<file path="src/rtl/sync_fifo_param.sv">
// Single-clock FIFO with registered read port, level flags,
// sticky overflow/underflow and synchronous flush.
module sync_fifo_param #(
    parameter int DATA_WIDTH = 8,
    parameter int DEPTH      = 16,
    parameter int ADDR_WIDTH = 4,
    parameter int AF_LEVEL   = 12,
    parameter int AE_LEVEL   = 4
) (
    input  logic                  clk,
    input  logic                  rst_n,
    input  logic                  clr,
    input  logic                  wr_en,
    input  logic [DATA_WIDTH-1:0] wr_data,
    input  logic                  rd_en,
    output logic [DATA_WIDTH-1:0] rd_data,
    output logic                  rd_valid,
    output logic                  full,
    output logic                  empty,
    output logic                  almost_full,
    output logic                  almost_empty,
    output logic [ADDR_WIDTH:0]   count,
    output logic                  overflow,
    output logic                  underflow
);

    localparam logic [ADDR_WIDTH:0]   CNT_DEPTH = (ADDR_WIDTH+1)'(DEPTH);
    localparam logic [ADDR_WIDTH:0]   CNT_AF    = (ADDR_WIDTH+1)'(AF_LEVEL);
    localparam logic [ADDR_WIDTH:0]   CNT_AE    = (ADDR_WIDTH+1)'(AE_LEVEL);
    localparam logic [ADDR_WIDTH:0]   CNT_ONE   = (ADDR_WIDTH+1)'(1);
    localparam logic [ADDR_WIDTH-1:0] PTR_ONE   = ADDR_WIDTH'(1);

    logic [DATA_WIDTH-1:0] mem [DEPTH];
    logic [ADDR_WIDTH-1:0] wr_ptr;
    logic [ADDR_WIDTH-1:0] rd_ptr;
    logic                  wr_ok;
    logic                  rd_ok;

    assign full         = (count == CNT_DEPTH);
    assign empty        = (count == '0);
    assign almost_full  = (count >= CNT_AF);
    assign almost_empty = (count <= CNT_AE);

    // Full/empty gating means a read and write never hit one address together.
    assign wr_ok = wr_en && !full && !clr;
    assign rd_ok = rd_en && !empty && !clr;

    always_ff @(posedge clk) begin
        if (wr_ok) begin
            mem[wr_ptr] <= wr_data;
        end
    end

    always_ff @(posedge clk or negedge rst_n) begin
        if (!rst_n) begin
            wr_ptr    <= '0;
            rd_ptr    <= '0;
            count     <= '0;
            rd_data   <= '0;
            rd_valid  <= 1'b0;
            overflow  <= 1'b0;
            underflow <= 1'b0;
        end else if (clr) begin
            wr_ptr    <= '0;
            rd_ptr    <= '0;
            count     <= '0;
            rd_valid  <= 1'b0;
            overflow  <= 1'b0;
            underflow <= 1'b0;
        end else begin
            if (wr_ok) begin
                wr_ptr <= wr_ptr + PTR_ONE;
            end
            if (rd_ok) begin
                rd_ptr  <= rd_ptr + PTR_ONE;
                rd_data <= mem[rd_ptr];
            end
            rd_valid <= rd_ok;
            unique case ({wr_ok, rd_ok})
                2'b10:   count <= count + CNT_ONE;
                2'b01:   count <= count - CNT_ONE;
                default: count <= count;
            endcase
            if (wr_en && full) begin
                overflow <= 1'b1;
            end
            if (rd_en && empty) begin
                underflow <= 1'b1;
            end
        end
    end

endmodule

</file>
<file path="config.mk">
export PLATFORM = sky130hd
export DESIGN_NAME = sync_fifo_param
export DESIGN_NICKNAME = d
export VERILOG_FILES = /design/src/rtl/sync_fifo_param.sv
export SDC_FILE = /design/constraint.sdc
export NUM_CORES = 1
export LEC_CHECK = 0
export CAP_MARGIN = 10
export CORE_ASPECT_RATIO = 1.2
export CORE_MARGIN = 2
export CORE_UTILIZATION = 40
export DETAILED_ROUTE_END_ITERATION = 10
export DONT_BUFFER_PORTS = 1
export PLACE_DENSITY_LB_ADDON = 0.05
export SYNTH_ARGS = -nofsm -noshare
export SYNTH_HDL_FRONTEND = slang
export SYNTH_SLANG_ARGS = --single-unit
</file>
<file path="constraint.sdc">
create_clock -name clk -period 2.8 [get_ports clk]
set_input_delay 0.28 -clock clk [delete_from_list [all_inputs] [get_ports clk]]
set_output_delay 0.28 -clock clk [all_outputs]
set_load 0.01 [all_outputs]
</file>
==> flow_summary.ini <==
[layout]
final_cell_mix = 128 x edfxtp_1, 40 x mux4_2, 36 x nor2_1
drive_gt1_share_pct = 27.9
diodes = 0
fin_area_sq_mm = 0.00724
syn2layout_area_growth_pct = 16.5
nets = 380
seq_area_sq_mm = 0.00445
n_fill_cell = 1304
utilization_pct = 48.0
layout_commonest_cell = edfxtp_1
multi_input_area_sq_mm = 0.00171

[sta]
setup_tns_ps = 0
period_minus_slack_ps = 2750
finalSetupViolCount = 0
hold_violations = 0
slew_violations = 0
clock-skew-final_ps = 6.73
clock.fmax_ghz = 0.363
rsz0062_at_grt = yes
tightest_slew_ps = 1020
fin_ws_ps = 48.5
fin_crit_sh_pct = 98.3
slew_headroom_pct = 31.6

[critical_path]
cp-start-kind = flip-flop
path_class = reg -> reg
critical_path_required_ps = 3080
cp_data_arrival_time_ps = 3030
crit_path_top_delay_cell = dfrtp_1
end_kind = flip-flop
path_cells = nor4_4 > mux2i_4 > buf_6 > ha_4 > a31oi_1 > o21ai_1 > mux2i_1 > mux2_4 > a221oi_2 > nor2_1
crit_family = multiplexers
crit_fanout = 4
max_stage_delay_ps = 410
timing.critical_path.buf_inv = 1

[routing]
routed_wl_mm = 13.2
drc = 0
viasPerCell = 5.32
wire_per_inst_um = 22.9
drt_iter0_drc = 140
dr.pass1.iters = 4
via_count = 3068
ant_nets = 0

[clock_tree]
cts_tree = done
root_buffer = clkbuf_16
clk_latency_ps = 420
clockBufferDepth = 2
ctsHtreeMaxLevel = 4
cts_buffers = 17
clkTransAtPathRegs_ps = 60
clock-sinks = 152

[yosys]
ys_async_sr_fraction_pct = 15.8
synth_warnings = 0
syn_area_sq_mm = 0.00622
synth_edf_count = 128
synth_area_per_cell_sq_um = 18.7
synthCells = 332
synth-seq-cells = 152
ys.flop_type = edfxtp_1
ys_types = 37
ys_seq_area_share_pct = 71.5
syn-num-nets = 352

[hold_path]
hold_class = in -> reg

[global_route]
overflow = 0
antenna_found_initial = 0
grt_max_degree = 36
grt_pass1_wl_mm = 20.3
first_global_vias = 3294
track_usage_pct = 17.0

[run]
cap_violations = 0

[power]
leakagePower_nw = 2.42
powerDensity_mw_per_mm2 = 882
ir_drop_mv = 0.416

[placed_design]
place_congestion = 0.790
hpwl_mm = 8.47
placed_cell_area_sq_mm = 0.00649
dp_slack_ps = 77.9
portBuffers = 0

[die]
dieArea_sq_mm = 0.0166
ioPinCount = 33
core_sq_mm = 0.0151
chipHeight_um = 141
start_util_pct = 41.2
die_w_um = 118
core.rowCount = 49

[outcome]
status = complete, no violations
per-stage QoR:
| stage | hold slack, ps | instances | power, W |
|---|---|---|---|
| final | 29.9 | 577 | 0.00639 |
| after global routing | 34.7 | 577 | 0.00670 |
| after CTS | 11.6 | 573 | 0.00641 |
| after detailed placement | -15.0 | 529 | 0.00420 |
| after global placement | -15.0 | 529 | 0.00420 |
| after floorplan | -15.6 | 332 | 0.00381 |
repair_timing:
item,4_1_cts,5_1_grt
buffers inserted,0,5
resized for setup,0,8
endpoints found under the hold margin,167,0
setup endpoints to repair,0,1
hold buffers,12,0
synthesized netlist by cell type, types with 2 or more instances:
cell	instances	area (sq um)
nand3b_1	2	15.0
nand2_1	11	41.3
a21oi_1	6	30.0
ha_1	7	87.6
nor2_1	37	139
dfrtp_1	24	601
mux2_2	9	101
nand3_1	4	20.0
xor2_1	7	61.3
or3_1	2	12.5
a31oi_1	2	12.5
o21ai_0	4	20.0
nand2b_1	2	12.5
xnor2_1	2	17.5
nor3_1	2	10.0
mux4_2	40	901
mux2i_1	4	40.0
inv_1	6	22.5
clkbuf_1	10	37.5
buf_2	7	35.0
edfxtp_1	128	3840
routing by layer:
metal | vias up | routed length, um | global-route usage (%)
met4 | 0 | 210 | 6.66
li1 | 1366 | - | -
met1 | 1613 | 5520 | 20.6
met3 | 17 | 439 | 3.84
met2 | 72 | 7020 | 29.7
met5 | - | 0 | 0
layout make-up:
cell class              count  share of cell area, %
clock buffers              24                   6.65
well taps                 204                   3.52
clock inverters             8                   1.00
multi-input cells         156                   23.6
inverters                   6                  0.311
flip-flops and latches    152                   61.4
repair buffers             27                   3.58
kinds of logic after synthesis:
logic type	Yosys count	share of synthesized area, %
compound gates	19	2.15
xor+xnor	9	1.27
fa+ha+maj	7	1.41
buf+inv	24	1.59
flops	152	71.5
mux	54	17.0
simple gates	67	5.11
worst paths after layout:
| kind | from | endpoint | slack (ps) | depth (start not counted) |
|---|---|---|---|---|
| worst max-delay path | count[2] | count[4] | 50 | 10 |
| min in group asynchronous | rst_n | rd_data[1] | 300 | 2 |
| worst min-delay path | rd_en | underflow | 30 | 2 |
| worst max register to register | count[2] | count[4] | 50 | 10 |
| worst min register to register | underflow | underflow | 570 | 2 |
| max in group asynchronous | rst_n | rd_ptr[0] | 2330 | 2 |
power breakdown:
group	switching, W	leakage (nW)	internal, W	total, W
registers	0.000139	1.46	0.00260	0.00274
clock network	0.000864	0.268	0.00129	0.00215
logic	0.000759	0.684	0.000742	0.00150
state kept, by name, indices dropped and copies added (netlist names):
register / flops
mem: 128
rd_data: 8
count: 5
rd_ptr: 4
wr_ptr: 4
overflow: 1
rd_valid: 1
underflow: 1
worst register-to-register path, delay by kind of cell, from the launching register on:
kind                       cells  cell delay (ps)
DFF                            1              410
adders and majority gates      1              200
muxes                          3              910
buffers and inverters          1              140
AOI/OAI and AO/OA              3              520
and+or+nand+nor                2              450
(Power assumes the default switching activity.)
